`config.mk`:
```
export PLATFORM = sky130hd
export DESIGN_NAME = mig_cmd_sequencer
export DESIGN_NICKNAME = d
export VERILOG_FILES = /design/src/rtl/libmemif_pkg.sv /design/src/rtl/mig_rdbuf.sv /design/src/rtl/mig_cmd_sequencer.sv
export SDC_FILE = /design/constraint.sdc
export NUM_CORES = 2
export LEC_CHECK = 0
export ABC_CLOCK_PERIOD_IN_PS = 15300
export BUFFER_PORTS_ARGS = -buffer_cell sky130_fd_sc_hd__buf_2
export CAP_MARGIN = 10
export CELL_PAD_IN_SITES_DETAIL_PLACEMENT = 0
export CELL_PAD_IN_SITES_GLOBAL_PLACEMENT = 2
export CORE_MARGIN = 5
export CORE_UTILIZATION = 42
export CTS_CLUSTER_SIZE = 10
export DETAILED_ROUTE_END_ITERATION = 16
export PLACE_DENSITY_LB_ADDON = 0.1
export RECOVER_POWER = 25
export SYNTH_ARGS = -nofsm -noshare
export SYNTH_HDL_FRONTEND = slang
export SYNTH_SLANG_ARGS = --single-unit
```
`constraint.sdc`:
```
create_clock -name clk -period 15.3 [get_ports clk]
set_clock_uncertainty 0.15 [all_clocks]
set_input_delay 3.06 -clock clk [delete_from_list [all_inputs] [get_ports clk]]
set_output_delay 3.06 -clock clk [all_outputs]
set_load 0.03 [all_outputs]
```
`src/rtl/libmemif_pkg.sv`:
```
`default_nettype none
// +----------------------------------------------------------------------------+
// | Package     : libmemif                                                     |
// | Description : Shared MIG interface types and widths for the memory path.   |
// | Revision    : 1.0                                                          |
// +----------------------------------------------------------------------------+
package libmemif;

  localparam int MIG_ADDR_W = 31;
  localparam int MIG_DATA_W = 128;

  typedef enum logic [2:0] {
    MIG_CMD_WR = 3'b000,
    MIG_CMD_RD = 3'b001
  } mig_cmd_type;

  typedef enum logic [1:0] {
    ST_INIT = 2'd0,
    ST_IDLE = 2'd1,
    ST_WR1  = 2'd2
  } seq_state_t;

endpackage
`default_nettype wire

```
`src/rtl/mig_rdbuf.sv`:
```
`default_nettype none
// +----------------------------------------------------------------------------+
// | Module      : mig_rdbuf                                                    |
// | Description : FWFT read-return buffer with occupancy count.                |
// | Revision    : 1.0                                                          |
// +----------------------------------------------------------------------------+
module mig_rdbuf #(
  parameter int DEPTH  = 16,
  parameter int DATA_W = 128
) (
  input  logic                     clk,
  input  logic                     rst_n,
  input  logic                     wr_en,
  input  logic [DATA_W-1:0]        wr_data,
  input  logic                     rd_en,
  output logic                     empty,
  output logic                     full,
  output logic [$clog2(DEPTH):0]   count,
  output logic [DATA_W-1:0]        rd_data
);

  localparam int                   c_AW    = $clog2(DEPTH);
  localparam logic [c_AW:0]        c_DEPTH = DEPTH[c_AW:0];

  logic [DATA_W-1:0] r_mem [DEPTH];
  logic [c_AW:0]     r_wr_ptr;
  logic [c_AW:0]     r_rd_ptr;
  logic              w_pop;
  logic              w_push;

  // Extra pointer bit distinguishes full from empty; count wraps naturally.
  assign count   = r_wr_ptr - r_rd_ptr;
  assign empty   = (count == '0);
  assign full    = (count == c_DEPTH);
  assign w_pop   = rd_en && !empty;
  assign w_push  = wr_en && (!full || w_pop);
  assign rd_data = r_mem[r_rd_ptr[c_AW-1:0]];

  always_ff @(posedge clk or negedge rst_n) begin
    if (!rst_n) begin
      r_wr_ptr <= '0;
      r_rd_ptr <= '0;
    end else begin
      if (w_push) r_wr_ptr <= r_wr_ptr + 1'b1;
      if (w_pop)  r_rd_ptr <= r_rd_ptr + 1'b1;
    end
  end

  always_ff @(posedge clk) begin
    if (w_push) r_mem[r_wr_ptr[c_AW-1:0]] <= wr_data;
  end

endmodule
`default_nettype wire

```
`src/rtl/mig_cmd_sequencer.sv`:
```
`default_nettype none
// +----------------------------------------------------------------------------+
// | Module      : mig_cmd_sequencer                                            |
// | Description : Turns address/write-data FIFO entries into MIG commands and  |
// |               buffers returned read data under a credit scheme.            |
// | Revision    : 1.0                                                          |
// +----------------------------------------------------------------------------+
module mig_cmd_sequencer
  import libmemif::*;
#(
  parameter int ADDR_W    = MIG_ADDR_W,
  parameter int DATA_W    = MIG_DATA_W,
  parameter int RB_DEPTH  = 16,
  parameter int MAX_OUTST = 8
) (
  input  logic                clk,
  input  logic                rst_n,
  input  logic                init_done,
  input  logic                af_empty,
  input  logic [ADDR_W-1:0]   af_addr,
  input  logic                af_we,
  output logic                af_re,
  input  logic                wb_empty,
  input  logic [DATA_W-1:0]   wb_data,
  output logic                wb_re,
  input  logic                app_af_afull,
  input  logic                app_wdf_afull,
  output logic                app_af_wren,
  output logic [2:0]          app_af_cmd,
  output logic [ADDR_W-1:0]   app_af_addr,
  output logic                app_wdf_wren,
  output logic [DATA_W-1:0]   app_wdf_data,
  output logic [DATA_W/8-1:0] app_wdf_mask_data,
  input  logic                rd_data_valid,
  input  logic [DATA_W-1:0]   rd_data_fifo_out,
  input  logic                rb_re,
  output logic                rb_empty,
  output logic [DATA_W-1:0]   rb_data,
  output logic                rd_err
);

  localparam int                c_CNT_W  = $clog2(RB_DEPTH) + 1;
  localparam int                c_OUT_W  = $clog2(MAX_OUTST + 1);
  localparam int                c_CRED_W = c_CNT_W + c_OUT_W + 2;
  localparam logic [c_OUT_W-1:0]  c_MAX_OUTST = c_OUT_W'(MAX_OUTST);
  localparam logic [c_CRED_W-1:0] c_RB_LIMIT  = c_CRED_W'(RB_DEPTH);

  seq_state_t          r_state;
  logic [c_OUT_W-1:0]  r_outst;
  logic                r_beat;

  logic [c_CNT_W-1:0]  w_rb_count;
  logic                w_rb_full;
  logic [c_CRED_W-1:0] w_cred_need;
  logic                w_issue_wr;
  logic                w_issue_rd;
  logic                w_wr_beat1;
  logic                w_rd_done;
  logic                w_overflow;
  logic                w_unexpected;

  // Reserve two beats per read in flight so the unstallable return path always fits.
  assign w_cred_need = c_CRED_W'(w_rb_count) + {c_CRED_W'(r_outst), 1'b0} + c_CRED_W'(2);

  assign w_issue_wr = (r_state == ST_IDLE) && !af_empty && af_we && !wb_empty &&
                      !app_af_afull && !app_wdf_afull;
  assign w_issue_rd = (r_state == ST_IDLE) && !af_empty && !af_we && !app_af_afull &&
                      (r_outst < c_MAX_OUTST) && (w_cred_need <= c_RB_LIMIT);
  assign w_wr_beat1 = (r_state == ST_WR1) && !wb_empty && !app_wdf_afull;

  assign af_re = w_issue_wr | w_issue_rd;
  assign wb_re = w_issue_wr | w_wr_beat1;

  assign w_rd_done    = rd_data_valid && r_beat && (r_outst != '0);
  assign w_overflow   = rd_data_valid && w_rb_full && !rb_re;
  assign w_unexpected = rd_data_valid && (r_outst == '0) && !r_beat;

  assign app_wdf_mask_data = '0;

  always_ff @(posedge clk or negedge rst_n) begin
    if (!rst_n) begin
      r_state      <= ST_INIT;
      r_outst      <= '0;
      r_beat       <= 1'b0;
      rd_err       <= 1'b0;
      app_af_wren  <= 1'b0;
      app_af_cmd   <= 3'b000;
      app_af_addr  <= '0;
      app_wdf_wren <= 1'b0;
      app_wdf_data <= '0;
    end else begin
      app_af_wren  <= af_re;
      app_wdf_wren <= wb_re;
      if (af_re) begin
        app_af_cmd  <= w_issue_rd ? MIG_CMD_RD : MIG_CMD_WR;
        app_af_addr <= af_addr;
      end
      if (wb_re) app_wdf_data <= wb_data;

      case (r_state)
        ST_INIT: if (init_done)  r_state <= ST_IDLE;
        ST_IDLE: if (w_issue_wr) r_state <= ST_WR1;
        ST_WR1:  if (w_wr_beat1) r_state <= ST_IDLE;
        default:                 r_state <= ST_INIT;
      endcase

      if (rd_data_valid) r_beat <= ~r_beat;
      if (w_issue_rd && !w_rd_done)      r_outst <= r_outst + c_OUT_W'(1);
      else if (!w_issue_rd && w_rd_done) r_outst <= r_outst - c_OUT_W'(1);

      if (w_overflow || w_unexpected) rd_err <= 1'b1;
    end
  end

  mig_rdbuf #(
    .DEPTH  (RB_DEPTH),
    .DATA_W (DATA_W)
  ) u_rdbuf (
    .clk     (clk),
    .rst_n   (rst_n),
    .wr_en   (rd_data_valid),
    .wr_data (rd_data_fifo_out),
    .rd_en   (rb_re),
    .empty   (rb_empty),
    .full    (w_rb_full),
    .count   (w_rb_count),
    .rd_data (rb_data)
  );

endmodule
`default_nettype wire

```
==> reports/results.ini <==
[status]
status = completed

[setup_path]
cp_max_fo = 107
crit_path_end_kind = primary output
ff2ff_setup_slack_ps = 9500
worstSetupPathType = flip-flop to primary output
start_kind = flip-flop
worst_ep_arrival_time_ps = 5690
required_ps = 12090

[cells_and_area]
drive_gt1_share_pct = 30.2
area_growth_pct = 15.3
nets = 5094
mostFrequentLayoutCells = edfxtp_1 (2048), nand2_1 (522), mux4_2 (512)
fillers = 16700
instances_no_fill = 7539
final_cell_area_sq_um = 98400
final_common_cell = edfxtp_1

[synthesis]
synth_simple_gate_area_share_pct = 3.54
synthCells = 4041
synthFlopType = edfxtp_1
yosysSeqAreaShare_pct = 77.3
syn_area_sq_um = 85400
synth_top_family_by_area = multiplexers
ys_warn_count = 0
synthXorXnorAreaFrac_pct = 0.185
synth.distinct_cells = 51
synth_compound_area_share_pct = 1.15
ys_ff_latch = 2228
syn_area_per_cell_sq_um = 21.1
synthMuxAreaShare_pct = 15.7
synthAdderAreaFrac_pct = 0.349
async_flop_share_pct = 8.08
synth-edff-count = 2048

[cts]
cts_tree = built
cts_made_buffers = 278
cts_root_buf = clkbuf_16
cts_hold_buf = 0
clkSinkCount = 2228
htree_levels = 5
cts_buffer_depth = 4
ctsResizeCount = 0
clkTransAtPathRegs_ps = 50
clock_latency_ps = 890
cts_setup_buffers = 0

[placement]
dp_hpwl_um = 116000
port_buffers = 590
preCtsSetupSlack_ps = 7050
place.gp.congestion = 0.741
placed_area_sq_um = 91100
placed_cells_incl_taps = 7167

[power]
ir_drop_mv = 0.149
power.leakage_nw = 33.2
p_per_area_nw_per_um2 = 202

[timing]
fin_ws_ps = 6400
rsz0062_at_grt = false
slew-limit-headroom_pct = 15.9
maxSlewViolCount = 0
finalCritPeriodShare_pct = 58.2
period_minus_slack_ps = 8900
whs_ps = 321
setup_viol = 0
finalHoldViolCount = 0
fmax_mhz = 112
worst_pin_slew_ps = 1260
tns_ps = 0

[global_route]
grt_pass1_wl_um = 326000
grt_pass1_vias = 43800
grt_antenna_before_repair = 68
track_usage_pct = 21.4
grt_max_degree = 147
grt_overflow = 0

[detailed_routing]
drtIter0Drc = 3265
final_antenna_net_count = 0
dr.pass1.iters = 7
dr_total_vias = 42300
drc = 0
via_per_inst = 5.61
wirelength_um = 230000
wl_per_cell_um = 30.5

[floorplan]
start_util_pct = 42.2
core_area_sq_um = 202000
die_h_um = 461
fp-row-count = 165
die_w_um = 461
io_pins = 609
die-area_sq_um = 212000

[run]
max_cap_violations = 0

[hold_path]
min_path_type = flip-flop to flip-flop

-- per-stage QoR --
step	utilization [%]	total power [mW]
finish	48.7	19.8
global route	48.7	20.8
CTS	48.7	20.2
detailed placement	45.1	14.6
floorplan	-	12.5
global placement	45.1	14.6
-- worst max-delay path, stage by stage (launching register included) --
cell     delay (ps)
dfrtp_4         940
buf_4           760
buf_12          700
buf_4           880
mux4_2          360
nand2_1          50
and3_1          210
a31oi_1         390
buf_2           300
-- synthesized netlist by cell type (4+ instances only) --
cell	n	share of area, %
a21o_1	5	0.044
a31oi_1	129	0.95
and3_1	128	0.94
buf_1	21	0.092
buf_2	32	0.19
buf_4	41	0.36
buf_6	46	0.61
buf_8	4	0.070
clkbuf_1	95	0.42
dfrtp_1	180	5.3
edfxtp_1	2048	72
ha_1	19	0.28
inv_1	14	0.062
mux2_1	110	1.5
mux2_2	52	0.69
mux4_2	512	14
nand2_1	522	2.3
nand3_1	4	0.023
nor2_1	5	0.022
nor3_1	13	0.076
o21ai_0	5	0.029
xnor2_1	14	0.14
xor2_1	4	0.041
-- logic make-up (layout without fill, tap and decap cells) --
family	Yosys count	in the layout
other	1	35
DFF	2228	2228
adders and majority gates	22	22
muxes	676	676
AOI/OAI and AO/OA	153	153
buffers and inverters	253	1045
xor gates and xnor gates	18	18
and+or+nand+nor	690	690
-- layout make-up --
class	instances	area, sq um	area share [%]
repair buffers	676	3570	3.63
inverters	14	80.1	0.0813
clock buffers	343	7310	7.42
clock inverters	12	65.1	0.0661
diodes	17	42.5	0.0432
flip-flops and latches	2228	66000	67.1
multi-input cells	1577	18000	18.3
well taps	2672	3340	3.40
-- final timing paths --
check | depth (start not counted) | from | end
worst max-delay path | 8 | u_rdbuf.r_rd_ptr[0] | rb_data[79]
worst min-delay path | 1 | app_af_cmd[0] | app_af_cmd[0]
worst max register to register | 9 | u_rdbuf.r_rd_ptr[1] | u_rdbuf.r_mem[9][51]
worst min register to register | 1 | app_af_cmd[0] | app_af_cmd[0]
max in group asynchronous | 3 | rst_n | app_wdf_data[45]
min in group asynchronous | 1 | rst_n | app_wdf_data[52]
-- state kept, by name (all words and copies together), names as in the netlist --
signal	cells
app_af_wren	1
r_state	2
app_af_cmd	1
app_af_addr	31
u_rdbuf.r_rd_ptr	5
r_outst	4
rd_err	1
u_rdbuf.r_wr_ptr	5
app_wdf_data	128
r_beat	1
u_rdbuf.r_mem	2048
app_wdf_wren	1
-- metal layers --
layer  part of all wire (%)  vias to the layer above  GRT usage [%]
met5                  0.090                        -              0
met4                    2.2                       28           4.91
met3                    6.3                      385           4.72
met2                     49                     1356           35.7
met1                     42                    22700           29.0
li1                       -                    17800              -
-- where the power goes --
group,internal (mW),switching (mW),total [mW]
Clock,3.30,2.28,5.58
Combinational,2.35,4.21,6.56
Sequential,7.41,0.297,7.71
Total,13.1,6.78,19.8
(Power assumes the default switching activity.)
